## src/rtl/uart_pkg.sv

```systemverilog
// Shared definitions for the UART receiver: FSM states, oversampling
// constants and the baud divider calculation.
package uart_pkg;

  typedef enum logic [2:0] {
    ST_IDLE,
    ST_START,
    ST_DATA,
    ST_STOP,
    ST_WAIT_HIGH
  } rx_state_t;

  localparam int unsigned OVERSAMPLE = 16;

  // Sub-bit positions of the three majority-vote samples; the bit is
  // decided at the last of them.
  localparam logic [3:0] SAMPLE_A = 4'd7;
  localparam logic [3:0] SAMPLE_B = 4'd8;
  localparam logic [3:0] SAMPLE_C = 4'd9;

  // Clocks per oversample tick, rounded to nearest.
  function automatic int unsigned uart_div(input int unsigned clk_hz,
                                           input int unsigned baud);
    int unsigned den;
    den = baud * OVERSAMPLE;
    return (clk_hz + den / 2) / den;
  endfunction

endpackage

```

## src/rtl/uart_baud_tick.sv

```systemverilog
// Oversample tick divider: one-cycle tick every DIV clocks, restartable
// with a synchronous clear so the first tick lands DIV clocks after it.
module uart_baud_tick #(
  parameter int unsigned DIV = 27
) (
  input  logic clk,
  input  logic rst_n,
  input  logic clr,
  output logic tick
);

  localparam int unsigned CW   = (DIV > 1) ? $clog2(DIV) : 1;
  localparam logic [CW-1:0] LAST = CW'(DIV - 1);

  logic [CW-1:0] cnt;

  // Divider counter, wraps at DIV-1 and restarts on clear.
  always_ff @(posedge clk or negedge rst_n) begin
    if (!rst_n) begin
      cnt <= '0;
    end else if (clr || (cnt == LAST)) begin
      cnt <= '0;
    end else begin
      cnt <= cnt + CW'(1);
    end
  end

  assign tick = (cnt == LAST) && !clr;

endmodule

```

## src/rtl/uart_rx.sv

```systemverilog
// 8N1 oversampling UART receiver with input synchronizer, start-bit glitch
// rejection, 2-of-3 majority sampling, framing-error and break reporting.
module uart_rx
  import uart_pkg::*;
#(
  parameter int unsigned CLK_HZ = 50_000_000,
  parameter int unsigned BAUD   = 115_200
) (
  input  logic       CLK,
  input  logic       RST_N,
  input  logic       TXD,
  output logic [7:0] DATA,
  output logic       VALID,
  output logic       IDLE,
  output logic       FRAME_ERR,
  output logic       BREAK
);

  localparam int unsigned DIV = uart_div(CLK_HZ, BAUD);

  if (DIV < 1) begin : g_div_check
    $error("uart_rx: CLK_HZ/(BAUD*OVERSAMPLE) rounds below 1");
  end

  logic       sync_1;
  logic       rx_s;
  logic       clr;
  logic       tick;
  logic       maj;

  rx_state_t  state, state_n;
  logic [3:0] s, s_n;
  logic [2:0] bit_idx, bit_n;
  logic [1:0] samp, samp_n;
  logic [7:0] sh, sh_n;
  logic [7:0] data_n;
  logic       valid_n, ferr_n, brk_n;

  uart_baud_tick #(
    .DIV (DIV)
  ) u_tick (
    .clk   (CLK),
    .rst_n (RST_N),
    .clr   (clr),
    .tick  (tick)
  );

  // Two-flop synchronizer for the asynchronous line; idles high.
  always_ff @(posedge CLK or negedge RST_N) begin
    if (!RST_N) begin
      sync_1 <= 1'b1;
      rx_s   <= 1'b1;
    end else begin
      sync_1 <= TXD;
      rx_s   <= sync_1;
    end
  end

  // State, sampling datapath and registered output strobes.
  always_ff @(posedge CLK or negedge RST_N) begin
    if (!RST_N) begin
      state     <= ST_IDLE;
      s         <= '0;
      bit_idx   <= '0;
      samp      <= '0;
      sh        <= '0;
      DATA      <= '0;
      VALID     <= 1'b0;
      FRAME_ERR <= 1'b0;
      BREAK     <= 1'b0;
    end else begin
      state     <= state_n;
      s         <= s_n;
      bit_idx   <= bit_n;
      samp      <= samp_n;
      sh        <= sh_n;
      DATA      <= data_n;
      VALID     <= valid_n;
      FRAME_ERR <= ferr_n;
      BREAK     <= brk_n;
    end
  end

  // Next-state logic: start detection, per-tick sampling and bit decisions.
  always_comb begin
    state_n = state;
    s_n     = s;
    bit_n   = bit_idx;
    samp_n  = samp;
    sh_n    = sh;
    data_n  = DATA;
    valid_n = 1'b0;
    ferr_n  = 1'b0;
    brk_n   = 1'b0;
    clr     = 1'b0;
    maj     = (samp[0] & samp[1]) | (samp[0] & rx_s) | (samp[1] & rx_s);

    case (state)
      ST_IDLE: begin
        if (!rx_s) begin
          state_n = ST_START;
          clr     = 1'b1;
          // s is preset to 1 so the value seen at tick n is n mod 16,
          // putting the decision for bit k at tick 16k+9.
          s_n     = 4'd1;
          bit_n   = '0;
        end
      end

      ST_START, ST_DATA, ST_STOP: begin
        if (tick) begin
          s_n = s + 4'd1;
          if (s == SAMPLE_A) samp_n[0] = rx_s;
          if (s == SAMPLE_B) samp_n[1] = rx_s;
          if (s == SAMPLE_C) begin
            if (state == ST_START) begin
              state_n = maj ? ST_IDLE : ST_DATA;
            end else if (state == ST_DATA) begin
              sh_n  = {maj, sh[7:1]};
              bit_n = bit_idx + 3'd1;
              if (bit_idx == 3'd7) state_n = ST_STOP;
            end else begin
              if (maj) begin
                valid_n = 1'b1;
                data_n  = sh;
                state_n = ST_IDLE;
              end else begin
                if (sh == 8'h00) brk_n  = 1'b1;
                else             ferr_n = 1'b1;
                state_n = ST_WAIT_HIGH;
              end
            end
          end
        end
      end

      ST_WAIT_HIGH: begin
        if (rx_s) state_n = ST_IDLE;
      end

      default: state_n = ST_IDLE;
    endcase
  end

  assign IDLE = (state == ST_IDLE);

endmodule

```

## config.mk

```make
export PLATFORM = sky130hd
export DESIGN_NAME = uart_rx
export DESIGN_NICKNAME = d
export VERILOG_FILES = /design/src/rtl/uart_pkg.sv /design/src/rtl/uart_baud_tick.sv /design/src/rtl/uart_rx.sv
export SDC_FILE = /design/constraint.sdc
export NUM_CORES = 1
export LEC_CHECK = 0
export BUFFER_PORTS_ARGS = -buffer_cell sky130_fd_sc_hd__buf_2
export CAP_MARGIN = 0
export CORE_UTILIZATION = 45
export CTS_CLUSTER_SIZE = 14
export DETAILED_ROUTE_END_ITERATION = 10
export PLACE_DENSITY_LB_ADDON = 0.05
export RECOVER_POWER = 25
export SLEW_MARGIN = 0
export SYNTH_ARGS = -nofsm -noshare
export SYNTH_HDL_FRONTEND = slang
export SYNTH_HIERARCHICAL = 1
export SYNTH_SLANG_ARGS = --single-unit
```

## constraint.sdc

```tcl
create_clock -name CLK -period 4.03 [get_ports CLK]
set_clock_uncertainty 0.2 [all_clocks]
set_input_delay 0.806 -clock CLK [delete_from_list [all_inputs] [get_ports CLK]]
set_output_delay 0.806 -clock CLK [all_outputs]
set_load 0.05 [all_outputs]
```

==> metrics.cfg, run 1 <==
[outcome]
status=finished, violations left
violations=capacitance limit, slew limit

[timing]
fin_crit_sh=0.681
relSlewSlack=-0.317
report.final.slew_viol_count=39
tightest_slew_ns=1.98
finalSetupTns_ns=0
setup_violations=0
fmax_mhz=365
grt_setup_unrepaired=false
final_hold_viol_count=0
hold_slack_ns=0.159
fin_crit_ns=2.74

[pwr]
power_density_nw_per_um2=388
ir_drop_mv=0.224
finalPower_mw=0.789
p_leak_nw=1.03

[cts]
cts.reportedPaths.clkPinSlew_ns=0.08
clk_latency_ns=0.29
cts_num_sinks=38
post_cts_buffers=0
root_buffer=clkbuf_8
h-tree-depth=2
cts_made_buffers=5
cts_resized=0
clock_path_buffers=2
cts_tree=done
cts_hold_buffers=0

[setup_path]
endpoint_kind=flop
crit_path_frequent_cell=and4b_1
worstSetupEndpoint=bit_idx[0]
arrival_ns=2.72
worstPathMaxFanout=7
worstRegToRegCells=8
start_kind=flop
regToRegStartpoint=u_tick/cnt[0]
rr_endpoint=bit_idx[0]
worstPathRequired_ns=4.01
cp-startpoint=u_tick/cnt[0]
critPathMaxStageDelay_ns=0.42
r2r_slack_ns=1.29
crit_type=flop to flop
crit_chain=inv_1 -> ha_1 -> and4b_1 -> nor2b_1 -> and4b_1 -> a21o_1 -> nand2_1 -> mux2_1
slowest_stage=dfrtp_1

[layout]
antenna_cells=0
final_net_count=172
fillers=343
area_growth_pct=13.9
drive_gt1_frac=0.294
fin_util=0.543

[yosys]
async_reset_ff_frac=1.00
synth_cells=145
synth_edf_count=0
ys_ff_latch=38
seq_area_frac_synth=0.534
syn_nets=155
yosys_warnings=6
ys_types=40
syn_area_um2=1790
syn_avg_cell_area_um2=12.3
synthFlopType=dfrtp_1

[hold_path]
worstHoldPathType=flop to flop

[grt]
use_met1=0.210
grt_util_met3=0.0387
grt_max_degree=39
overflow=0
antenna_found_initial=0
grt_usage=0.159
busiest_layer=met2
grtUsageMet2=0.236
grt_pass1_wl_mm=4.92
grt_pass1_vias=1084

[floorplan]
ios=15
start_util=0.477
fp.dieH_um=65.0
dieArea_um2=4220
die_x_um=65.0
core-area_um2=3740
placementRows=22

[routing]
postRouteAntennaNets=0
drt_iter0_markers=50
vias=1123
drc=0
post_drt_wl_per_cell_um=13.8
drtPass1Iterations=4
drt-total-wl_mm=2.92
vias_per_cell=5.32

[placement]
place_congestion=0.753
port_buffers=14
dp_hpwl_mm=1.99

[job]
maxCapViolCount=1

## through the flow
step / setup WS, ns / std cells / cell area [um^2]
detailed placement: 1.30 / 203 / 1890
global placement: 1.40 / 203 / 1890
CTS: 1.28 / 211 / 2030
global route: 1.12 / 211 / 2030
floorplan: 1.04 / 145 / 1790
finish: 1.29 / 211 / 2030
## layout make-up
type | instances | area [um^2] | share of cell area
Timing Repair Buffer | 15 | 76.3 | 0.0375
Clock buffer | 6 | 82.6 | 0.0406
Clock inverter | 2 | 60.1 | 0.0295
Multi-Input combinational cell | 95 | 774 | 0.381
Tap cell | 48 | 60.1 | 0.0295
Inverter | 7 | 26.3 | 0.0129
Sequential cell | 38 | 953 | 0.469
## kinds of logic (layout without fill, tap and decap cells)
kind of cell | Yosys count | after routing | synth area share
and+or+nand+nor | 44 | 44 | 0.160
xor gates and xnor gates | 4 | 4 | 0.0196
muxes | 20 | 20 | 0.125
DFF | 38 | 38 | 0.534
AOI/OAI and AO/OA | 20 | 20 | 0.0799
adders and majority gates | 7 | 7 | 0.0491
buffers and inverters | 12 | 30 | 0.0322
## worst min-delay path by stage
stage            from    to  slack (ns)  depth (start not counted)
6_report       sync_1  rx_s        0.16                          0
5_1_grt        sync_1  rx_s        0.16                          0
4_1_cts        sync_1  rx_s        0.16                          0
3_5_place_dp   sync_1  rx_s        0.15                          0
3_3_place_gp   sync_1  rx_s        0.15                          0
2_1_floorplan  sync_1  rx_s        0.15                          0
## where the power goes
group          switching [mW]  leakage [nW]  internal [mW]
registers             0.00129         0.499          0.383
clock network           0.132        0.0714          0.264
logic                 0.00748         0.460        0.00101
## cell usage in the layout, fill, tap and decap left out, types with 2 or more instances in the layout
master / synthesis / final
nor3_1: 8 / 8
a21o_1: 2 / 2
nor4_2: 2 / 2
bufinv_16: 0 / 2
and4b_1: 2 / 2
nor4_1: 3 / 3
xor2_1: 2 / 2
dfstp_2: 2 / 2
inv_1: 7 / 7
nor2_1: 9 / 9
xnor2_1: 2 / 2
dfrtp_1: 36 / 36
o21bai_1: 2 / 2
a21oi_1: 6 / 6
nand3_1: 3 / 3
mux2_2: 16 / 16
clkbuf_8: 0 / 6
nand2_1: 6 / 6
mux2i_1: 2 / 2
mux2_1: 2 / 2
buf_2: 4 / 13
and4_2: 2 / 2
ha_1: 7 / 7
o21ai_0: 2 / 2
## per-layer routing
layer | up-vias | wire [um] | share of wire
met1 | 547 | 1450 | 0.50
li1 | 555 | - | -
met3 | 6 | 83 | 0.028
met5 | - | 0 | 0
met2 | 15 | 1340 | 0.46
met4 | 0 | 48 | 0.016
## cell usage after synthesis (3+ instances only)
library cell	instances	share of area
a21oi_1	6	0.017
buf_2	4	0.011
dfrtp_1	36	0.50
ha_1	7	0.049
inv_1	7	0.015
mux2_2	16	0.10
nand2_1	6	0.013
nand3_1	3	0.0084
nor2_1	9	0.019
nor3_1	8	0.022
nor4_1	3	0.011
## sequential cells by signal, indices dropped and copies added, names as in the netlist
signal,flops
DATA,8
s,4
VALID,1
sync_1,1
BREAK,1
u_tick/cnt,5
state,3
rx_s,1
sh,8
samp,2
bit_idx,3
FRAME_ERR,1
## critical path: cells and delay by family (launching register included)
family                   cells  cell delay (ns)
flip-flops                   1             0.42
AO/OA/AOI/OAI                1             0.16
AND/OR/NAND/NOR              4             1.28
buffers and inverters        1             0.08
adder cells (fa/ha/maj)      1             0.14
multiplexers                 1             0.34
Power figures use the tool's default switching activity.
==> run 2, diff against run 1 <==
==> constraint.sdc (replaced) <==
create_clock -name CLK -period 2.2 [get_ports CLK]
set_clock_uncertainty 0.2 [all_clocks]
set_input_delay 0.44 -clock CLK [delete_from_list [all_inputs] [get_ports CLK]]
set_output_delay 0.44 -clock CLK [all_outputs]
set_load 0.05 [all_outputs]
==> run 2 against run 1 <==
The flow now finishes without violations. Die area unchanged. Combinational power increased by 130%. Critical path depth unchanged. Global-route usage increased by 2.4 points. Flip-flop and latch count unchanged. Worst hold slack got worse by 0.12 ns. Final area increased by 6.3%. Register-to-register slack got worse by 1.2 ns. Largest cell class unchanged.
==> metrics.cfg, run 2 (synthesis results as in run 1) <==
[cts]
cts.reportedPaths.clkPinSlew_ns=0.08  ; about the same
cts_tree=done  ; unchanged
h-tree-depth=2  ; unchanged
cts_num_sinks=38  ; unchanged
cts_hold_buffers=0  ; unchanged
root_buffer=clkbuf_8  ; unchanged
clock_path_buffers=2  ; unchanged
cts_made_buffers=5  ; unchanged
clk_latency_ns=0.29  ; about the same

[timing]
report.final.slew_viol_count=0  ; was 39
tightest_slew_ns=0.927  ; was 1.98 ns
fmax_mhz=465  ; was 365 MHz
fin_crit_ns=2.15  ; was 2.74 ns
fin_crit_sh=0.977  ; was 0.681
setup_violations=0  ; unchanged
final_hold_viol_count=0  ; unchanged
grt_setup_unrepaired=true  ; was false
relSlewSlack=0.382  ; was -0.317
hold_slack_ns=0.0433  ; was 0.159 ns

[pwr]
p_int_mw=0.957  ; was 0.648 mW
p_switching_mw=0.260  ; was 0.141 mW
p_sw_frac=0.213  ; was 0.178
ir_drop_mv=0.374  ; was 0.224 mV
p_leak_nw=1.09  ; was 1.03 nW
power_frac_clock=0.406  ; was 0.502
power_density_nw_per_um2=563  ; was 388 nW/um^2
seqPwrFrac=0.578  ; was 0.487
combPwrFrac=0.016  ; was 0.011

[setup_path]
worstPathRequired_ns=2.17  ; was 4.01 ns
worstSetupEndpoint=bit_idx[0]  ; unchanged
rr_endpoint=bit_idx[0]  ; unchanged
start_kind=flop  ; unchanged
regToRegStartpoint=u_tick/cnt[0]  ; unchanged
crit_type=flop to flop  ; unchanged
endpoint_kind=flop  ; unchanged
arrival_ns=2.12  ; was 2.72 ns
worstPathMaxFanout=5  ; was 7
r2r_slack_ns=0.05  ; was 1.29 ns
cp-startpoint=u_tick/cnt[0]  ; unchanged
worstRegToRegCells=8  ; unchanged

[floorplan]
die_x_um=65.0  ; unchanged
dieArea_um2=4220  ; unchanged
ios=15  ; unchanged
fp.dieH_um=65.0  ; unchanged
core-area_um2=3740  ; unchanged
start_util=0.477  ; unchanged
placementRows=22  ; unchanged

[layout]
final_cells=225  ; was 211
largest_registers=DATA (8), sh (8), u_tick/cnt (5)  ; unchanged
most-common-layout-cells=36 x dfrtp_1, 14 x buf_2, 13 x mux2_2  ; was 36 x dfrtp_1, 16 x mux2_2, 13 x buf_2
layout.cells.most_common=dfrtp_1  ; unchanged
fillers=320  ; was 343
fin_util=0.578  ; was 0.543
drive_gt1_frac=0.390  ; was 0.294
final_net_count=186  ; was 172
area_growth_pct=21.1  ; was 13.9%
fin_area_um2=2160  ; was 2030 um^2
antenna_cells=0  ; unchanged

[grt]
grt_max_degree=39  ; unchanged
antenna_found_initial=0  ; unchanged
grt_pass1_wl_mm=5.75  ; was 4.92 mm
grt_usage=0.182  ; was 0.159
overflow=0  ; unchanged
grt_pass1_vias=1235  ; was 1084

[hold_path]
worstHoldPathType=input port to flop  ; was flop to flop

[routing]
vias_per_cell=5.35  ; was 5.32
drt_iter0_markers=42  ; was 50
vias=1204  ; was 1123
post_drt_wl_per_cell_um=14.8  ; was 13.8 um
drt-total-wl_mm=3.32  ; was 2.92 mm
postRouteAntennaNets=0  ; unchanged
drtPass1Iterations=4  ; unchanged
drc=0  ; unchanged

[placement]
dp_hpwl_mm=2.28  ; was 1.99 mm
dpl_cell_area_um2=2040  ; was 1890 um^2
dp_cells=217  ; was 203
port_buffers=14  ; unchanged
place_congestion=0.778  ; was 0.753

[outcome]
status=completed  ; was finished, violations left

[job]
maxCapViolCount=0  ; was 1

==> run 2: cell types whose count changed in the layout (fill, tap and decap cells not counted), moves of 2 or more <==
cell       delta
buf_4        +11
mux2_4        +4
mux2_2        -3
bufinv_16     -2
==> run 2: final cells by class <==
type / instances / area (um^2) / area share
Clock buffer: 6 / 82.6 / 0.0382
Clock inverter: 2 / 12.5 / 0.00579
Inverter: 7 / 26.3 / 0.0122
Multi-Input combinational cell: 95 / 831 / 0.384
Sequential cell: 38 / 953 / 0.441
Tap cell: 48 / 60.1 / 0.0278
Timing Repair Buffer: 29 / 196 / 0.0909
==> run 2: what timing repair did <==
action	CTS	global route
setup endpoints to repair	10	20
buffers inserted	0	0
resized for setup	3	4
pin swaps	1	5
gates cloned	0	0
hold endpoints to repair	0	0
==> run 2: critical path, stage by stage (launching register included) <==
cell     delay [ns]
dfrtp_1        0.38
inv_1          0.06
ha_1           0.13
and4b_1        0.21
nor2b_4        0.21
and4b_2        0.32
a21o_1         0.14
nand2_2        0.08
mux2_4         0.31
==> run 2: through the flow <==
stage / setup WS, ns / power, mW / setup TNS (ns)
final: 0.0515 / 1.22 / 0
after CTS: 0.0304 / 1.23 / 0
after floorplan: -0.158 / 0.719 / -1.27
after detailed placement: -0.0730 / 0.738 / -0.454
after global routing: -0.0708 / 1.27 / -0.407
after global placement: 0.0196 / 0.737 / 0
==> run 2: how the worst min path moves through the flow <==
stage | start | end | depth (start not counted)
after floorplan | RST_N | BREAK | 0
after global placement | sync_1 | rx_s | 0
after detailed placement | sync_1 | rx_s | 0
after CTS | RST_N | DATA[6] | 2
after global routing | TXD | sync_1 | 1
final | TXD | sync_1 | 1
==> run 2: power groups by stage <==
stage,registers [mW],logic (mW),clock network (mW)
3_5_place_dp,0.717,0.0213,0
5_1_grt,0.703,0.0235,0.540
6_report,0.703,0.0196,0.494
3_3_place_gp,0.717,0.0207,0
2_1_floorplan,0.717,0.00172,0
4_1_cts,0.703,0.0216,0.507
==> run 2: metal layers <==
| layer | up-vias | wire length, um | GRT usage |
|---|---|---|---|
| met5 | - | 0 | 0 |
| met4 | 0 | 35 | 0.0667 |
| met3 | 5 | 134 | 0.0475 |
| met2 | 27 | 1490 | 0.279 |
| met1 | 591 | 1660 | 0.247 |
| li1 | 581 | - | - |
